$ cat config.mk
export PLATFORM = sky130hd
export DESIGN_NAME = mul_div_unit
export DESIGN_NICKNAME = d
export VERILOG_FILES = /design/src/rtl/mul_div_unit.sv
export SDC_FILE = /design/constraint.sdc
export NUM_CORES = 1
export LEC_CHECK = 0
export CORE_ASPECT_RATIO = 1.4
export CORE_MARGIN = 2
export CORE_UTILIZATION = 30
export DETAILED_ROUTE_END_ITERATION = 8
export PLACE_DENSITY = 0.58
export SETUP_SLACK_MARGIN = 0.2
export SLEW_MARGIN = 30
export SYNTH_ARGS = -nofsm -noshare
export SYNTH_HDL_FRONTEND = slang
export SYNTH_SLANG_ARGS = --single-unit
$ cat constraint.sdc
create_clock -name clk -period 3.4 [get_ports clk]
set_clock_uncertainty 0.05 [all_clocks]
set_input_delay 1.02 -clock clk [delete_from_list [all_inputs] [get_ports clk]]
set_output_delay 1.02 -clock clk [all_outputs]
set_load 0.01 [all_outputs]
$ cat src/rtl/mul_div_unit.sv
// mul_div_unit
//   Iterative multiply/divide unit for M-extension style instructions.
//   One-bit-per-cycle shift-add multiplier and restoring divider sharing
//   a single 2*XLEN-bit accumulator, wrapped in a start/busy/done handshake.
//
//   Optional feature macro: MDU_SIGNED_EN
//     defined   -> sgn=1 selects two's-complement MUL/MULH/DIV/REM
//     undefined -> sgn is ignored, all operations unsigned
//
// Ports
//   clk        in   rising-edge clock
//   rst        in   asynchronous active-low reset
//   start      in   request, sampled only while not busy
//   op[1:0]    in   00 MUL, 01 MULH, 10 DIV, 11 REM
//   sgn        in   signed operation (only with MDU_SIGNED_EN)
//   A[XLEN]    in   multiplicand / dividend
//   B[XLEN]    in   multiplier / divisor
//   busy       out  high while iterating
//   done       out  one-cycle pulse when R becomes valid
//   R[XLEN]    out  result, held until the next done
//   dbg_state  out  current FSM state (IDLE=0, BUSY=1, DONE=2)
//
// Handshake: start is accepted on a rising edge where the unit is in IDLE or
// DONE; busy and done are registered, never high together, and R only
// changes on the edge that raises done.
module mul_div_unit #(
  parameter int XLEN = 32
) (
  input  logic            clk,
  input  logic            rst,
  input  logic            start,
  input  logic [1:0]      op,
  input  logic            sgn,
  input  logic [XLEN-1:0] A,
  input  logic [XLEN-1:0] B,
  output logic            busy,
  output logic            done,
  output logic [XLEN-1:0] R,
  output logic [1:0]      dbg_state
);

  typedef enum logic [1:0] {
    S_IDLE = 2'd0,
    S_BUSY = 2'd1,
    S_DONE = 2'd2
  } state_t;

  localparam logic [5:0] LAST = 6'(XLEN - 1);

  state_t              state;
  logic [5:0]          cnt;
  logic [1:0]          op_q;
  logic                dz;        // divide by zero captured: finish next edge
  logic [XLEN-1:0]     dv;        // multiplicand or divisor magnitude
  logic [2*XLEN-1:0]   acc;       // mul: {partial, multiplier}; div: {rem, dividend/quotient}

  logic [XLEN-1:0]     a_mag, b_mag;
  logic                dz_in;
  logic [XLEN:0]       add_sum;
  logic [XLEN:0]       trial;
  logic                ge;
  logic [XLEN-1:0]     diff;
  logic [2*XLEN-1:0]   step;
  logic [2*XLEN-1:0]   prod;
  logic [XLEN-1:0]     quo, rem;
  logic [XLEN-1:0]     res;
  logic [XLEN-1:0]     dz_res;

`ifdef MDU_SIGNED_EN
  logic a_neg, b_neg;
  logic neg_q;   // product / quotient must be negated on the final edge
  logic neg_r;   // remainder takes the dividend's sign
`else
  logic unused_sgn;
  assign unused_sgn = sgn;
`endif

  assign dbg_state = state;
  assign dz_in     = op[1] && (B == '0);

  // Operand magnitudes at capture time.
  always_comb begin
`ifdef MDU_SIGNED_EN
    a_neg = sgn & A[XLEN-1];
    b_neg = sgn & B[XLEN-1];
    a_mag = a_neg ? -A : A;
    b_mag = b_neg ? -B : B;
`else
    a_mag = A;
    b_mag = B;
`endif
  end

  // One iteration of either algorithm, plus the final result shaping.
  always_comb begin
    // Shift-add: the carry out of the add becomes the new MSB after the shift.
    add_sum = {1'b0, acc[2*XLEN-1:XLEN]} + (acc[0] ? {1'b0, dv} : '0);
    // Restoring divide: shift the next dividend bit into the partial remainder.
    trial   = {acc[2*XLEN-1:XLEN], acc[XLEN-1]};
    ge      = (trial >= {1'b0, dv});
    diff    = trial[XLEN-1:0] - dv;
    if (op_q[1])
      step = {(ge ? diff : trial[XLEN-1:0]), acc[XLEN-2:0], ge};
    else
      step = {add_sum, acc[XLEN-1:1]};

    prod = step;
    quo  = step[XLEN-1:0];
    rem  = step[2*XLEN-1:XLEN];
`ifdef MDU_SIGNED_EN
    if (neg_q) begin
      prod = -step;
      quo  = -step[XLEN-1:0];
    end
    if (neg_r)
      rem = -step[2*XLEN-1:XLEN];
`endif

    case (op_q)
      2'b00:   res = prod[XLEN-1:0];
      2'b01:   res = prod[2*XLEN-1:XLEN];
      2'b10:   res = quo;
      default: res = rem;
    endcase

    // On divide by zero the raw dividend sits in the low half of acc.
    dz_res = op_q[0] ? acc[XLEN-1:0] : '1;
  end

  always_ff @(posedge clk or negedge rst) begin
    if (!rst) begin
      state <= S_IDLE;
      cnt   <= '0;
      op_q  <= '0;
      dz    <= 1'b0;
      dv    <= '0;
      acc   <= '0;
      busy  <= 1'b0;
      done  <= 1'b0;
      R     <= '0;
`ifdef MDU_SIGNED_EN
      neg_q <= 1'b0;
      neg_r <= 1'b0;
`endif
    end else begin
      case (state)
        S_BUSY: begin
          if (dz) begin
            R     <= dz_res;
            done  <= 1'b1;
            state <= S_DONE;
          end else begin
            acc <= step;
            cnt <= cnt + 6'd1;
            if (cnt == LAST) begin
              R     <= res;
              busy  <= 1'b0;
              done  <= 1'b1;
              state <= S_DONE;
            end
          end
        end
        default: begin  // S_IDLE, S_DONE
          done <= 1'b0;
          if (start) begin
            op_q  <= op;
            cnt   <= '0;
            dz    <= dz_in;
            busy  <= !dz_in;
            state <= S_BUSY;
            if (op[1]) begin
              dv  <= b_mag;
              // Divide by zero returns the unconverted dividend for REM.
              acc <= {{XLEN{1'b0}}, (dz_in ? A : a_mag)};
            end else begin
              dv  <= a_mag;
              acc <= {{XLEN{1'b0}}, b_mag};
            end
`ifdef MDU_SIGNED_EN
            neg_q <= a_neg ^ b_neg;
            neg_r <= a_neg;
`endif
          end else begin
            state <= S_IDLE;
          end
        end
      endcase
    end
  end

endmodule

---- After elaboration in Yosys (flattened, before gate mapping) ----
Cells that the tools add are included.
word-level totals
  word-level logic and storage cells ...... 57
  bits in registers ....................... 141
  output and inout port bits .............. 36
  input port bits ......................... 70
operators by class
  bitwise logic cells ..................... 1
  reductions and logical operators ........ 11
  muxes and demuxes ....................... 26
  $add $sub $neg .......................... 3
  equal/unequal tests ..................... 6
  $lt $le $gt $ge ......................... 1
operators with widths
  operator                                       number
  two-way mux 32 bit                             8
  two-way mux 64 bit                             4
  adder 32 x 32 -> 33 bit                        1
  >= comparator 33 x 32 -> 1 bit                 1
  logical NOT 32 bit                             1
  subtractor 32 bit                              1
  two-way mux 6 bit                              3
  two-way mux 1 bit                              8
  adder 6 x 1 -> 6 bit, second input constant    1
  == test 6 x 5 -> 1 bit, second input constant  1
  two-way mux 2 bit                              3
  AND reduction 2 bit                            3
  inequality test 2 bit, second input constant   2
  nonzero test 2 bit                             2
  inequality test 3 bit, second input constant   1
  AND reduction 3 bit                            1
  == test 2 x 1 -> 1 bit, second input constant  1
  == test 2 bit, second input constant           1
  logical NOT 2 bit                              1
  OR reduction 2 bit                             1
  logical AND 1 bit                              1
  logical NOT 1 bit                              1
  NOT 1 bit                                      1

---- Longest topological paths before layout ----
  depth in word-level cells ............... 6
  depth in mapped cells ................... 15
  depth with buffers taken out ............ 13

---- Least setup slack after synthesis ----
Ideal clock, no wire load.
  path type ............................... register to register
  start ................................... reg acc[0]
  end ..................................... reg acc[63]
  buffers on the path ..................... 1
  library setup time ...................... 122 ps
  setup slack ............................. 83 ps
  cell stages (with the launch flop) ...... 12
  period minus slack after synthesis ...... 3317 ps
  data required time ...................... 3228 ps
  data arrival time ....................... 3146 ps
  cell sequence ........................... dfrtp_1 -> clkbuf_1 -> and2_1 -> fa_1 -> a21o_1 -> a221oi_1 -> o2111ai_1 -> a41o_1 -> a21oi_1 -> o31ai_1 -> a311o_1 -> a32o_1
between the ends
  cells in the longest elaborated chain, start to end .. 5
ends and longest elaborated chain
  element                  line  text
  from (decl)              55    logic [2*XLEN-1:0] acc;
  from (signal assigned)   153   acc <= step;
  from (signal assigned)   174   acc <= {{XLEN{1'b0}}, (dz_in ? A : a_mag)};
  from (signal assigned)   177   acc <= {{XLEN{1'b0}}, b_mag};
  two-way mux 32 bit       97    add_sum = {1'b0, acc[2*XLEN-1:XLEN]} + (acc[0] ? {1'b0, dv} : '0);
  adder 32 x 32 -> 33 bit  97
  two-way mux 64 bit       102   if (op_q[1])
  two-way mux 64 bit       148   if (dz) begin
  two-way mux 64 bit       146   case (state)
Every way passes these cells. The select of a mux whose other input is x is not followed.
A chain may end at the register's enable or synchronous reset.

---- Final worst setup path ----
  start ................................... reg acc[0]
  end ..................................... reg R[31]
between the ends
  cells in the longest elaborated chain, start to end .. 6
ends and longest elaborated chain
  element                  line  text
  two-way mux 32 bit       97
  adder 32 x 32 -> 33 bit  97
  two-way mux 64 bit       102
  two-way mux 32 bit       119   case (op_q)
  two-way mux 32 bit       155   if (cnt == LAST) begin
  two-way mux 32 bit       148
  to (signal assigned)     149   R <= dz_res;
  to (signal assigned)     156   R <= res;
  to (decl)                38    output logic [XLEN-1:0] R,
Every way passes these cells. The select of a mux whose other input is x is not followed.

==> results_dict.tcl <==
set metrics [dict create \
    status "finished, final reports clean" \
    root_buffer "clkbuf_16" \
    overflow 0 \
    slew_headroom_pct 43.97 \
    cts_inserted_buffers 17 \
    fmax_ghz 0.3066 \
    syn_nets 1578 \
    drv_cap 0 \
    final_nets 1829 \
    core_um2 38290 \
    grt_pass1_wl_um 68020 \
    rsz0062_at_grt "true" \
    grt_max_degree 89 \
    fillCellCount 3846 \
    path_clk_slew_ns 0.06 \
    grt_pass1_vias 12061 \
    viasPerCell 5.502 \
    h-tree-depth 4 \
    numPortBuffers 104 \
    yosysMostFrequentCell "nand2_1" \
    yosysSeqAreaShare_pct 30.18 \
    cts_tree "built" \
    period_share_pct 95.93 \
    antennaDiodeCount 0 \
    synth_area_per_cell_um2 8.057 \
    worstHoldPathType "flip-flop to flip-flop" \
    cp.arrival_ns 3.53 \
    synth_seq_cells 140 \
    fp-row-count 85 \
    cts.sinks 140 \
    die_area_um2 40310 \
    crit_family "compound AO/OA/AOI/OAI gates" \
    hold_viol_final 0 \
    clk_latency_ns 0.45 \
    first_pass_iters 6 \
    worstSetupPathType "flip-flop to flip-flop" \
    synth_edf_count 0 \
    tightest_slew_ns 0.8396 \
    setup_viol 0 \
    antenna_found_initial 0 \
    routabilityCongestion 0.9363 \
    start_util_pct 30.32 \
    post-route-min-period_ns 3.261 \
    vias 12005 \
    syn-cell-area_um2 11610 \
    fin_hold_ws_ns 0.4388 \
    crit_fanout 4 \
    ys.flop_type "dfrtp_1" \
    totalWireLength_um 44390 \
    synth.distinct_cells 68 \
    netlist_top_cells_area "dfrtp_1 30%, ha_1 7.0%, a21oi_1 6.4%, o21ai_0 6.2%, mux2i_1 6.1%" \
    async_reset_ff_share_pct 100.0 \
    drv_slew 0 \
    area_growth_pct 39.78 \
    post_drt_wl_per_cell_um 20.34 \
    drive_above_1_share_pct 25.88 \
    die_w_um 170.3 \
    cp-end-kind "flip-flop" \
    required_ns 3.67 \
    synthTopCellsByCount "187 x nand2_1, 148 x a21oi_1, 143 x o21ai_0" \
    clockBufferDepth 2 \
    grt_usage_pct 22.02 \
    ant_nets 0 \
    cpPeakStageDelay_ns 0.40 \
    synth_top_area_share_pct 30.18 \
    first_iter_violations 732 \
    yosys.area.top_type "dfrtp_1" \
    slowest_stage "dfrtp_1" \
    hpwl_um 33550 \
    crit_chain "and2_1, ha_2, fa_2, a21o_1, a221oi_4, o2111ai_2, a41o_4, a21oi_4, o31ai_4, a311o_1, a21oi_2, o21ai_1" \
    die_h_um 236.8 \
    yosys_warnings 0 \
    syn_inst 1441 \
    crit_buf_inv 0 \
    post-route-drc-count 0 \
    startpoint_type "flip-flop" \
    io-pin-count 106 \
]
## tightest hold or removal path, delay by kind of cell (launching register included)
family          cells  cell delay [ns]
compound gates      1             0.06
simple gates        1             0.05
flops               1             0.35
## per-stage QoR
| step | utilization, % | cells | setup TNS [ns] | worst slack (ns) | area (µm²) |
|---|---|---|---|---|---|
| after global placement | 37.68 | 2120 | -1.133 | -0.1041 | 14430 |
| final | 42.39 | 2182 | 0 | 0.1385 | 16230 |
| after CTS | 40.64 | 2167 | 0 | 0.1218 | 15560 |
| after detailed placement | 37.68 | 2120 | -1.325 | -0.1469 | 14430 |
| after global routing | 42.39 | 2182 | 0 | 0.006213 | 16230 |
| after floorplan | - | 1441 | 0 | 0.2120 | 11620 |
## repair_timing
item / 4_1_cts / 5_1_grt
cloned: 0 / 1
pin swaps: 44 / 63
resized for setup: 97 / 103
setup endpoints to repair: 59 / 48
hold buffers: 0 / 0
buffers inserted: 16 / 14
## flip-flops by register name (all words and copies together) (netlist names)
name       flops
acc           64
R             32
dv            32
cnt            6
op_q           2
busy           1
dbg_state      1
done           1
dz             1
## layout make-up
cell class / count / area (µm²) / area share, %
Clock buffer: 24 / 471.7 / 2.907
Clock inverter: 7 / 90.09 / 0.5551
Inverter: 51 / 191.4 / 1.180
Multi-Input combinational cell: 1158 / 8516 / 52.47
Sequential cell: 140 / 3506 / 21.60
Tap cell: 478 / 598.1 / 3.685
Timing Repair Buffer: 324 / 2855 / 17.59
## per-layer routing
layer  wire [µm]  up-vias  GRT usage [%]
li1            -     5763              -
met1       19080     5752          28.07
met2       21530      404          37.19
met3        1906       86          2.541
met4        1874        0          9.946
met5           0        -              0
## cells in the final DEF, fill, tap and decap left out, drive strengths merged, types with 5 or more instances in the layout
cell type      netlist  routed
nor2b                9       9
clkdlybuf4s50        0     102
or3                  7       7
o221ai              13      13
xnor2               38      38
a21oi              149     149
inv                 51      51
nor3                18      18
nor4                 8       8
nor2                80      80
buf                 21     221
o21a                 7       7
xor2                19      19
a211oi              22      22
ha                  65      65
o21ai              151     151
nand4               13      13
clkbuf              71      25
dfrtp              140     140
mux2i               71      71
a31oi               13      13
o31ai                9       9
a21o                32      32
nand2b               6       6
a221o                5       5
nand3               26      26
o211ai              15      15
and4                 5       5
o21bai              12      12
nand2              187     187
a22o                13      13
mux2                38      38
o22ai               19      19
and3                15      15
and2                39      39
## worst paths after layout
path | from | to | slack [ns] | depth (start not counted)
worst max-delay path | acc[0] | R[31] | 0.14 | 12
worst min-delay path | R[2] | R[2] | 0.44 | 2
worst max register to register | acc[0] | R[31] | 0.14 | 12
worst min register to register | R[2] | R[2] | 0.44 | 2
max in group asynchronous | rst | acc[33] | 2.10 | 2
min in group asynchronous | rst | acc[3] | 0.50 | 1
## logic make-up (layout without fill, tap and decap cells)
| group | after synthesis | in the layout | share of synthesized area (%) |
|---|---|---|---|
| compound gates | 505 | 505 | 26.96 |
| xor+xnor | 57 | 57 | 4.300 |
| fa+ha+maj | 67 | 67 | 7.350 |
| mux | 109 | 109 | 9.807 |
| simple gates | 420 | 420 | 16.55 |
| buf+inv | 143 | 406 | 4.850 |
| flops | 140 | 140 | 30.18 |
Power is not shown: default switching activity piles up to over one toggle a cycle in this logic, so the estimate is an artifact.
==> patch (config.mk and constraints unchanged) <==
Build with the macro `MDU_SIGNED_EN` defined.
--- a/src/rtl/mul_div_unit.sv
+++ b/src/rtl/mul_div_unit.sv
@@ -24,4 +24,6 @@
 // DONE; busy and done are registered, never high together, and R only
 // changes on the edge that raises done.
+`define MDU_SIGNED_EN
+
 module mul_div_unit #(
   parameter int XLEN = 32
Check against the original RTL: no difference found for any inputs over 10 cycles, from zero or initial values and one cycle with rst low; that may be too few to reach the edited logic, so the function may still have changed.
==> patch against the original RTL <==
The run now ends with negative setup slack left. Cell area up 78%. Worst setup slack worse by 1.1 ns. Routed wire length rose by 110%. Highest routed layer unchanged. Area after synthesis grew 42%. Sequential cell count rose by 2.
==> patch: results <==
export IMPL_fin_ws_ns=-1.00
export IMPL_grtUsageTotal=0.319
export IMPL_ys_top_cells_by_area="dfrtp_1 (22%), o21ai_0 (7.5%), nand2_1 (6.2%)"
export IMPL_place_gp_congestion=1.02
export IMPL_ys_seq_area_frac=0.215
export IMPL_insertion_delay_ns=0.49
export IMPL_status="finished, violations left"
export IMPL_io_buffers=105
export IMPL_place_area_um2=24000
export IMPL_grt_pass1_wl_um=136000
export IMPL_placedCellCount=3679
export IMPL_tightest_slew_ns=0.778
export IMPL_place_ws_ns=-1.29
export IMPL_grt_start_max_net_pins=125
export IMPL_vias_per_cell=5.64
export IMPL_path_clk_slew_ns=0.08
export IMPL_slowest_delay_ns=0.50
export IMPL_hpwlAfterDp_um=72800
export IMPL_violations="negative setup slack"
export IMPL_first_pass_iters=8
export IMPL_syn_nets=2399
export IMPL_tns_ns=-26.59
export IMPL_path_max_fanout=5
export IMPL_setup_viol=39
export IMPL_fillers=5240
export IMPL_arrival_ns=4.73
==> patch: cell count changes in the layout (fill, tap and decap cells not counted), moves of 42 or more <==
cell,delta
nand2_1,+65
buf_4,+559
nor2_1,+91
nor3_1,+44
buf_6,+90
xor2_1,+42
o21ai_2,+50
==> patch: cell families after synthesis <==
family | Yosys count | synth area share
XOR/XNOR | 162 | 0.0860
adder cells (fa/ha/maj) | 71 | 0.0548
buffers and inverters | 226 | 0.0600
multiplexers | 57 | 0.0374
flip-flops | 142 | 0.215
AO/OA/AOI/OAI | 742 | 0.292
AND/OR/NAND/NOR | 858 | 0.255
==> patch: power groups by stage <==
stage / logic [mW] / clock network (mW) / registers [mW]
floorplan: 11.1 / 0 / 2.79
global placement: 22.6 / 0 / 2.91
detailed placement: 22.8 / 0 / 2.94
CTS: 26.7 / 2.10 / 2.96
global route: 30.4 / 2.15 / 3.07
finish: 29.1 / 2.08 / 3.00
==> patch: path summary, 6_finish.rpt <==
check | end | slack, ns | cells after the start | startpoint
min reg2reg | R[20] | 0.44 | 2 | R[20]
max reg2reg | R[24] | -1.0 | 18 | dv[8]
max in group asynchronous | op_q[1] | 2.05 | 2 | rst
min | R[12] | 0.35 | 1 | rst
max | R[24] | -1.0 | 18 | dv[8]
min in group clk | R[20] | 0.44 | 2 | R[20]
==> patch: area by class of cell <==
class / count / area, µm² / area share
diodes: 1 / 2.50 / 0.0000864
clock buffers: 17 / 425 / 0.0147
flip-flops and latches: 142 / 3560 / 0.123
inverters: 75 / 299 / 0.0103
well taps: 721 / 902 / 0.0312
clock inverters: 15 / 193 / 0.00666
repair buffers: 988 / 8370 / 0.289
multi-input cells: 1892 / 15200 / 0.525
==> patch: repair_timing <==
action | in CTS | in global routing
hold buffers | 0 | 0
endpoints found under the hold margin | 0 | 0
pin swaps | 217 | 167
setup buffers | 82 | 55
endpoints found under the setup margin | 103 | 103
resized for setup | 463 | 266
gates cloned | 2 | 0
==> patch: routing by layer <==
metal,global-route usage,vias to the layer above,wire length [µm]
li1,-,10000,-
met1,0.379,10600,37100
met2,0.550,797,44100
met3,0.0346,244,4180
met4,0.198,0,7220
met5,0,-,0
